`config.mk`:
```
export PLATFORM = sky130hd
export DESIGN_NAME = uart_rx_flat
export DESIGN_NICKNAME = d
export VERILOG_FILES = /design/src/rtl/uart_rx_if.sv /design/src/rtl/uart_rx.sv /design/src/flat_wrapper.sv
export SDC_FILE = /design/constraint.sdc
export NUM_CORES = 1
export LEC_CHECK = 0
export BUFFER_PORTS_ARGS = -buffer_cell sky130_fd_sc_hd__buf_2
export CORE_UTILIZATION = 50
export CTS_CLUSTER_SIZE = 24
export DETAILED_ROUTE_END_ITERATION = 10
export PLACE_DENSITY = 0.76
export SLEW_MARGIN = 20
export SYNTH_ARGS = -nofsm -noshare
export SYNTH_HDL_FRONTEND = slang
export SYNTH_SLANG_ARGS = --single-unit
```
`constraint.sdc`:
```
create_clock -name i_Clk -period 4.2 [get_ports i_Clk]
set_input_delay 0.63 -clock i_Clk [delete_from_list [all_inputs] [get_ports i_Clk]]
set_output_delay 0.63 -clock i_Clk [all_outputs]
set_load 0.02 [all_outputs]
```
`src/rtl/uart_rx_if.sv`:
```
// Serial-line side of the 8N1 UART receiver: incoming line plus received-byte outputs.
interface uart_rx_if;
  logic       i_Rx_Serial;
  logic       o_Rx_DV;
  logic [7:0] o_Rx_Byte;
  logic       o_Rx_Active;
  logic       o_Frame_Err;

  modport master (
    output i_Rx_Serial,
    input  o_Rx_DV,
    input  o_Rx_Byte,
    input  o_Rx_Active,
    input  o_Frame_Err
  );

  modport slave (
    input  i_Rx_Serial,
    output o_Rx_DV,
    output o_Rx_Byte,
    output o_Rx_Active,
    output o_Frame_Err
  );
endinterface

```
`src/rtl/uart_rx.sv`:
```
// 8N1 UART receiver, LSB first: two-flop synchroniser, mid-bit sampling, stop-bit check,
// one-cycle valid / framing-error strobes.
module uart_rx #(
  parameter int unsigned CLKS_PER_BIT = 87
) (
  input  logic     i_Clk,
  input  logic     i_Rst,
  uart_rx_if.slave rx
);

  localparam int unsigned CntW = $clog2(CLKS_PER_BIT);
  localparam logic [CntW-1:0] Half    = CntW'((CLKS_PER_BIT - 1) / 2);
  localparam logic [CntW-1:0] LastCnt = CntW'(CLKS_PER_BIT - 1);

  typedef enum logic [2:0] {StIdle, StStart, StData, StStop, StCleanup} state_e;

  state_e          state_q;
  logic            rx_meta_q;
  logic            r_Rx;
  logic [CntW-1:0] cnt_q;
  logic [2:0]      idx_q;
  logic [7:0]      shift_q;
  logic [7:0]      byte_q;
  logic            dv_q;
  logic            err_q;
  logic            active_q;

  always_ff @(posedge i_Clk or posedge i_Rst) begin
    if (i_Rst) begin
      state_q   <= StIdle;
      rx_meta_q <= 1'b1;
      r_Rx      <= 1'b1;
      cnt_q     <= '0;
      idx_q     <= '0;
      shift_q   <= '0;
      byte_q    <= '0;
      dv_q      <= 1'b0;
      err_q     <= 1'b0;
      active_q  <= 1'b0;
    end else begin
      rx_meta_q <= rx.i_Rx_Serial;
      r_Rx      <= rx_meta_q;
      dv_q      <= 1'b0;
      err_q     <= 1'b0;
      case (state_q)
        StIdle: begin
          cnt_q <= '0;
          idx_q <= '0;
          if (!r_Rx) begin
            state_q  <= StStart;
            active_q <= 1'b1;
          end
        end
        StStart: begin
          if (cnt_q == Half) begin
            cnt_q <= '0;
            idx_q <= '0;
            // A line that is high again at mid start bit was only a glitch.
            if (!r_Rx) begin
              state_q <= StData;
            end else begin
              state_q  <= StIdle;
              active_q <= 1'b0;
            end
          end else begin
            cnt_q <= cnt_q + 1'b1;
          end
        end
        StData: begin
          if (cnt_q == LastCnt) begin
            cnt_q          <= '0;
            shift_q[idx_q] <= r_Rx;
            if (idx_q == 3'd7) begin
              state_q <= StStop;
            end else begin
              idx_q <= idx_q + 3'd1;
            end
          end else begin
            cnt_q <= cnt_q + 1'b1;
          end
        end
        StStop: begin
          if (cnt_q == LastCnt) begin
            cnt_q   <= '0;
            state_q <= StCleanup;
            if (r_Rx) begin
              byte_q <= shift_q;
              dv_q   <= 1'b1;
            end else begin
              err_q <= 1'b1;
            end
          end else begin
            cnt_q <= cnt_q + 1'b1;
          end
        end
        StCleanup: begin
          // Wait for the line to return high so a break is not seen as a new start bit.
          if (r_Rx) begin
            state_q  <= StIdle;
            active_q <= 1'b0;
          end
        end
        default: begin
          state_q  <= StIdle;
          active_q <= 1'b0;
        end
      endcase
    end
  end

  assign rx.o_Rx_DV     = dv_q;
  assign rx.o_Rx_Byte   = byte_q;
  assign rx.o_Rx_Active = active_q;
  assign rx.o_Frame_Err = err_q;

endmodule

```
`src/flat_wrapper.sv`:
```
// flat-port wrapper written by rule: the top's interface ports become plain ports
module uart_rx_flat 
#(
  parameter int unsigned CLKS_PER_BIT = 87
)
  (i_Clk, i_Rst, rx_i_Rx_Serial, rx_o_Rx_DV, rx_o_Rx_Byte, rx_o_Rx_Active, rx_o_Frame_Err);
  uart_rx_if rx_i ();
  input  logic i_Clk;
  input  logic i_Rst;
  input wire logic [$bits(rx_i.i_Rx_Serial)-1:0] rx_i_Rx_Serial;
  output wire logic [$bits(rx_i.o_Rx_DV)-1:0] rx_o_Rx_DV;
  output wire logic [$bits(rx_i.o_Rx_Byte)-1:0] rx_o_Rx_Byte;
  output wire logic [$bits(rx_i.o_Rx_Active)-1:0] rx_o_Rx_Active;
  output wire logic [$bits(rx_i.o_Frame_Err)-1:0] rx_o_Frame_Err;
  assign rx_i.i_Rx_Serial = rx_i_Rx_Serial;
  assign rx_o_Rx_DV = rx_i.o_Rx_DV;
  assign rx_o_Rx_Byte = rx_i.o_Rx_Byte;
  assign rx_o_Rx_Active = rx_i.o_Rx_Active;
  assign rx_o_Frame_Err = rx_i.o_Frame_Err;
  uart_rx #(.CLKS_PER_BIT(CLKS_PER_BIT)) u_core (.i_Clk(i_Clk), .i_Rst(i_Rst), .rx(rx_i));
endmodule
```
# Word-level counts from Yosys, hierarchy flattened
# Cells that the tools add are included.
dict set report word_totals {
  output_inout_bits 11
  in_bits 3
  ram_bits 0
  rom_bits 0
  register_bits 34
  latchBits 0
  elab_cells 67
  mem_count 0
}
dict set report op_classes {
  muxes 28
  mul 0
  shift 0
  n_reduce_logical 10
  add_sub_neg 2
  magnitude_cmp 2
  div 0
  eq_ne 14
  bitwise_logic 1
}
# cell n
set op_table {}
lappend op_table {{3-bit two-way mux} 9}
lappend op_table {{7-bit one-hot mux with 3 select lines} 1}
lappend op_table {{3-bit one-hot mux with 5 select lines} 1}
lappend op_table {{7-bit two-way mux} 2}
lappend op_table {{1-bit two-way mux} 10}
lappend op_table {{2-bit by 1-bit != test with 1-bit output, second input constant} 5}
lappend op_table {{3-bit one-hot mux with 3 select lines} 1}
lappend op_table {{8-bit bitwise mux} 1}
lappend op_table {{7-bit by 1-bit adder with 7-bit output, second input constant} 1}
lappend op_table {{7-bit by 6-bit == test with 1-bit output, second input constant} 1}
lappend op_table {{7-bit == test, second input constant} 1}
lappend op_table {{3-bit by 2-bit == test with 1-bit output, second input constant} 2}
lappend op_table {{3-bit == test, second input constant} 2}
lappend op_table {{3-bit AND reduction} 2}
lappend op_table {{6-bit AND reduction} 1}
lappend op_table {{3-bit nonzero test} 2}
lappend op_table {{3-bit by 4-bit < comparator with 1-bit output, second input constant} 1}
lappend op_table {{2-bit != test, second input constant} 2}
lappend op_table {{1-bit one-hot mux with 4 select lines} 1}
lappend op_table {{4-bit AND reduction} 1}
lappend op_table {{3-bit by 1-bit adder with 3-bit output, second input constant} 1}
lappend op_table {{1-bit demux with 3-bit select} 1}
lappend op_table {{3-bit by 1-bit == test with 1-bit output, second input constant} 1}
lappend op_table {{3-bit by 1-bit greater-or-equal comparator with 1-bit output, second input constant} 1}
lappend op_table {{other kinds (6)} 6}

# Logic depth before layout (Yosys ltp)
dict set report logic_depth {
  ltp_word 5
  ltp_mapped 7
  ltp_nobuf 6
}

# Worst setup path before layout
# No wires, ideal clock.
dict set report synth_timing {
  kind {flip-flop to flip-flop}
  startpoint {register u_core.cnt_q[0]}
  endpoint {register u_core.shift_q[0]}
  t_arrival_ns 1.638
  path_stages_with_launch 8
  period_less_slack_ns 1.766
  setup_ns 0.128
  slack_ns 2.434
  t_required_ns 4.072
  path_cell_list {dfrtp_1 inv_1 ha_1 nand2_1 or2_1 buf_6 nor4b_2 mux2_1}
}
dict set report synth_between {
  elab_chain_cells 2
}
# element line_no
set synth_lines {}
lappend synth_lines {{from (decl)} uart_rx.sv:20} ;# logic [CntW-1:0] cnt_q;
lappend synth_lines {{from (signal assigned)} uart_rx.sv:66} ;# cnt_q <= cnt_q + 1'b1;
lappend synth_lines {{from (signal assigned)} uart_rx.sv:79} ;# cnt_q <= cnt_q + 1'b1;
lappend synth_lines {{from (signal assigned)} uart_rx.sv:93} ;# cnt_q <= cnt_q + 1'b1;
lappend synth_lines {{7-bit == test} uart_rx.sv:70} ;# if (cnt_q == LastCnt) begin
lappend synth_lines {{2-bit AND reduction (no source line)} -}
lappend synth_lines {{to (signal, indexed assignment)} uart_rx.sv:72} ;# shift_q[idx_q] <= r_Rx;
lappend synth_lines {{to (decl)} uart_rx.sv:22} ;# logic [7:0] shift_q;
# Every way passes these cells.
# A chain may end at the register's enable or synchronous reset.

# Worst setup path after layout
dict set report layout_timing {
  startpoint {register u_core.cnt_q[0]}
  endpoint {register u_core.byte_q[6], in the netlist u_core.rx.o_Rx_Byte[6]}
}
dict set report layout_between {
  elab_chain_cells 2
}
# element line_no
set layout_lines {}
lappend layout_lines {{7-bit == test} uart_rx.sv:83} ;# if (cnt_q == LastCnt) begin
lappend layout_lines {{3-bit AND reduction (no source line)} -}
lappend layout_lines {{to (signal assigned)} uart_rx.sv:87} ;# byte_q <= shift_q;
lappend layout_lines {{to (decl)} uart_rx.sv:23} ;# logic [7:0] byte_q;
# Every way passes these cells.

==> metrics.md <==
| Metric | Value |
|---|---|
| Antenna Nets Post-Route | `0` |
| CP Class | `reg2reg` |
| Setup crit end kind | `flop` |
| Vias/cell | `5.41` |
| Skew-Pair Late Insertion Delay | `about 340 ps` |
| Vias in the first global route | `1056` |
| Final core utilization | `0.592` |
| Total Neg Setup Slack | `0 ps` |
| R2R setup slack | `2280 ps` |
| Worst path max stage delay | `430 ps` |
| CP required | `4430 ps` |
| Yosys Warn Count | `0` |
| H-tree depth | `2` |
| Pint | `427 uW` |
| GRT met3 Usage | `0.0519` |
| CP max stage cell | `dfrtp_1` |
| Final Max Tran Viols | `0` |
| Vertical die dimension | `60.3 um` |
| Max clock buf depth | `2` |
| Clock network power share | `0.333` |
| Die W | `60.3 um` |
| Clock slew at reported path FFs | `110 ps` |
| RSZ-0062 raised after global routing | `no` |
| GR Util met2 | `0.305` |
| Global-route wire length before repair | `about 4800 um` |
| Post-Synthesis Cell Area | `roughly 1700 sq um` |
| Area Growth Syn to Fin | `9.14%` |
| CP Depth | `6` |
| Worst-Margin Slew | `417 ps` |
| Initial DRC Count | `50` |
| # fillers | `about 260` |
| Post-synthesis async set-or-reset flop share | `1.00` |
| Fin Clk Skew | `13.5 ps` |
| Post-synthesis sequential area ratio | `0.503` |
| Std cell rows | `20` |
| Static Leak | `0.910 nW` |
| Worst path arrival time | `between 2000 and 2500 ps` |
| Combinational Power Share | `0.058` |
| CTS tree | `done` |
| Post-synth EDFFs | `0` |
| Congestion Overflow GR | `0` |
| Tmin final | `a little under 2000 ps` |
| CTS Sinks | `34` |
| Die area | `3630 sq um` |
| Global Route met1 Usage | `0.219` |
| Worst path buffer plus inverter count | `1` |
| Top Ports | `14` |
| GRT Overall Usage | `0.184` |
| Worst slew margin | `0.721` |
| Share of layout cells above drive strength 1 | `0.280` |
| Routability cong. | `approximately 0.82` |
| Post_cts resized | `0` |
| Dpl hpwl | `a little under 2000 um` |
| Most common cell after layout, fill and taps aside | `dfrtp_1` |
| Synth Register Bits | `34` |
| Max Fanout on Critical Path | `9` |
| Initial antenna violation count | `0` |
| RR Startpoint | `u_core.cnt_q[0]` |
| Synth cell types | `43` |
| I/O Buffers | `13` |
| VDD IR max | `~0.18 mV` |
| Worst Setup EP | `u_core.rx.o_Rx_Byte[6]` |
| Commonest non-fill, non-tap cells in the layout | `dfrtp_1 (32), buf_2 (13), nor2_1 (12)` |
| Crit path cell chain | `inv_1, ha_1, nand2_1, nor3_4, nand4_4, mux2_4` |
| WL final | `approximately 2700 um` |
| Drt wl/cell | `around 14 um` |
| Status | `finished clean` |
| R2R Path End | `u_core.rx.o_Rx_Byte[6]` |
| Fmax | `approximately 520 MHz` |
| Net Sw Power | `139 uW` |
| Total setup buffers inserted after CTS | `0` |
| Inst Count DP | `193` |
| Switch share | `0.246` |
| Tightest Hold Check Type | `in2async` |
| Final Hold Vio Count | `0` |
| Critical path origin | `u_core.cnt_q[0]` |
| Post-route insts no fill | `201` |
| Core area | `3130 sq um` |
| First-pass DRT Iterations | `4` |
| Final setup fails | `0` |
| Clock root buffer | `clkbuf_4` |
| Mean post-synth cell area | `12.0 sq um` |
| CP top delay family | `simple AND/OR/NAND/NOR gates` |
| Sequential power share | `0.609` |
| Max-cap violations | `0` |
| Vias | `1087` |
| Residual DRC | `0` |
| Power per cell area | `306 nW/um^2` |
| Hold buffer count at CTS | `0` |
| Nets | `163` |
| Startpoint Class | `flop` |
| Cells after Synth | `141` |
| CTS Buf Count | `5` |
| Largest net degree at the start of global routing | `35` |
| Most Used Layer, Global Route | `met2` |
| Tcrit/Tclk final | `0.457` |
| Worst reg2reg path depth | `6` |
| Hold WS | `354 ps` |
| Synthesized net count | `148` |
| Diode count | `0` |
| Initial core utilization | `0.542` |
| Post-synth top flop | `dfrtp_1` |
-- power groups by stage --
stage,registers (mW),logic (mW),clock network (mW)
3_5_place_dp,0.351,0.0336,0
6_report,0.345,0.0330,0.188
3_3_place_gp,0.351,0.0322,0
4_1_cts,0.345,0.0336,0.196
2_1_floorplan,0.346,0.0294,0
5_1_grt,0.347,0.0390,0.209
-- per-layer routing --
| layer | share of wire | up-vias |
|---|---|---|
| li1 | - | 538 |
| met1 | 0.49 | 530 |
| met2 | 0.47 | 15 |
| met3 | 0.032 | 4 |
| met4 | 0.0099 | 0 |
| met5 | 0 | - |
-- final cells by class --
type	count	area (sq um)	share of cell area
Clock inverter	1	5.00	0.00270
Sequential cell	34	853	0.461
Inverter	8	30.0	0.0162
Tap cell	44	55.1	0.0297
Clock buffer	7	55.1	0.0297
Multi-Input combinational cell	93	781	0.422
Timing Repair Buffer	14	72.6	0.0392
-- worst min-delay path by stage --
stage	startpoint	end	slack, ps	depth (start not counted)
floorplan	u_core.rx_meta_q	u_core.r_Rx	350	0
global placement	u_core.rx_meta_q	u_core.r_Rx	350	0
detailed placement	u_core.rx_meta_q	u_core.r_Rx	350	0
CTS	i_Rst	u_core.cnt_q[6]	360	3
global route	rx_i_Rx_Serial	u_core.rx_meta_q	360	1
finish	i_Rst	u_core.shift_q[1]	350	3
-- through the flow --
step                      setup WS, ps  power, mW  cell area [sq um]
after global placement            2350      0.383               1790
after global routing              2120      0.595               1850
after CTS                         2270      0.575               1850
after floorplan                   2430      0.376               1700
final                             2280      0.566               1850
after detailed placement          2270      0.385               1790
-- synth_stat cells (2+ instances only) --
master | number | area [sq um]
nand3_1 | 4 | 20.0
o21ai_0 | 5 | 25.0
nor2b_1 | 2 | 12.5
nor2_1 | 12 | 45.0
ha_1 | 4 | 50.1
xor2_1 | 3 | 26.3
clkbuf_1 | 3 | 11.3
nand2_1 | 7 | 26.3
o31ai_1 | 2 | 15.0
buf_2 | 2 | 10.0
xnor2_1 | 2 | 17.5
mux2_1 | 4 | 45.0
mux2_2 | 4 | 45.0
nor3_1 | 6 | 30.0
a32o_1 | 2 | 20.0
dfstp_2 | 2 | 52.6
mux2_4 | 8 | 120
nand4_1 | 3 | 18.8
a21oi_1 | 3 | 15.0
nor4b_2 | 3 | 45.0
inv_1 | 7 | 26.3
dfrtp_1 | 32 | 801
-- state kept, by name, summed over array words and instances (netlist names) --
signal	count
u_core.rx_meta_q	1
u_core.rx.o_Rx_Active	1
u_core.cnt_q	7
u_core.state_q	3
u_core.rx.o_Rx_DV	1
u_core.shift_q	8
u_core.rx.o_Rx_Byte	8
u_core.idx_q	3
u_core.r_Rx	1
u_core.rx.o_Frame_Err	1
-- worst register-to-register path, stage by stage, from the launching register on --
cell and delay (ps):
dfrtp_1 430, inv_1 70, ha_1 130, nand2_1 110, nor3_4 410, nand4_4 290, mux2_4 380
-- kinds of logic (layout without fill, tap and decap cells) --
logic type | count (synthesis) | count (layout) | share of synthesized area
flip-flops | 34 | 34 | 0.503
multiplexers | 16 | 16 | 0.124
adder cells (fa/ha/maj) | 5 | 5 | 0.0354
XOR/XNOR | 5 | 5 | 0.0258
AO/OA/AOI/OAI | 18 | 18 | 0.0737
buffers and inverters | 14 | 30 | 0.0369
AND/OR/NAND/NOR | 49 | 49 | 0.201
Note: power is estimated with default switching activity, not from simulation.
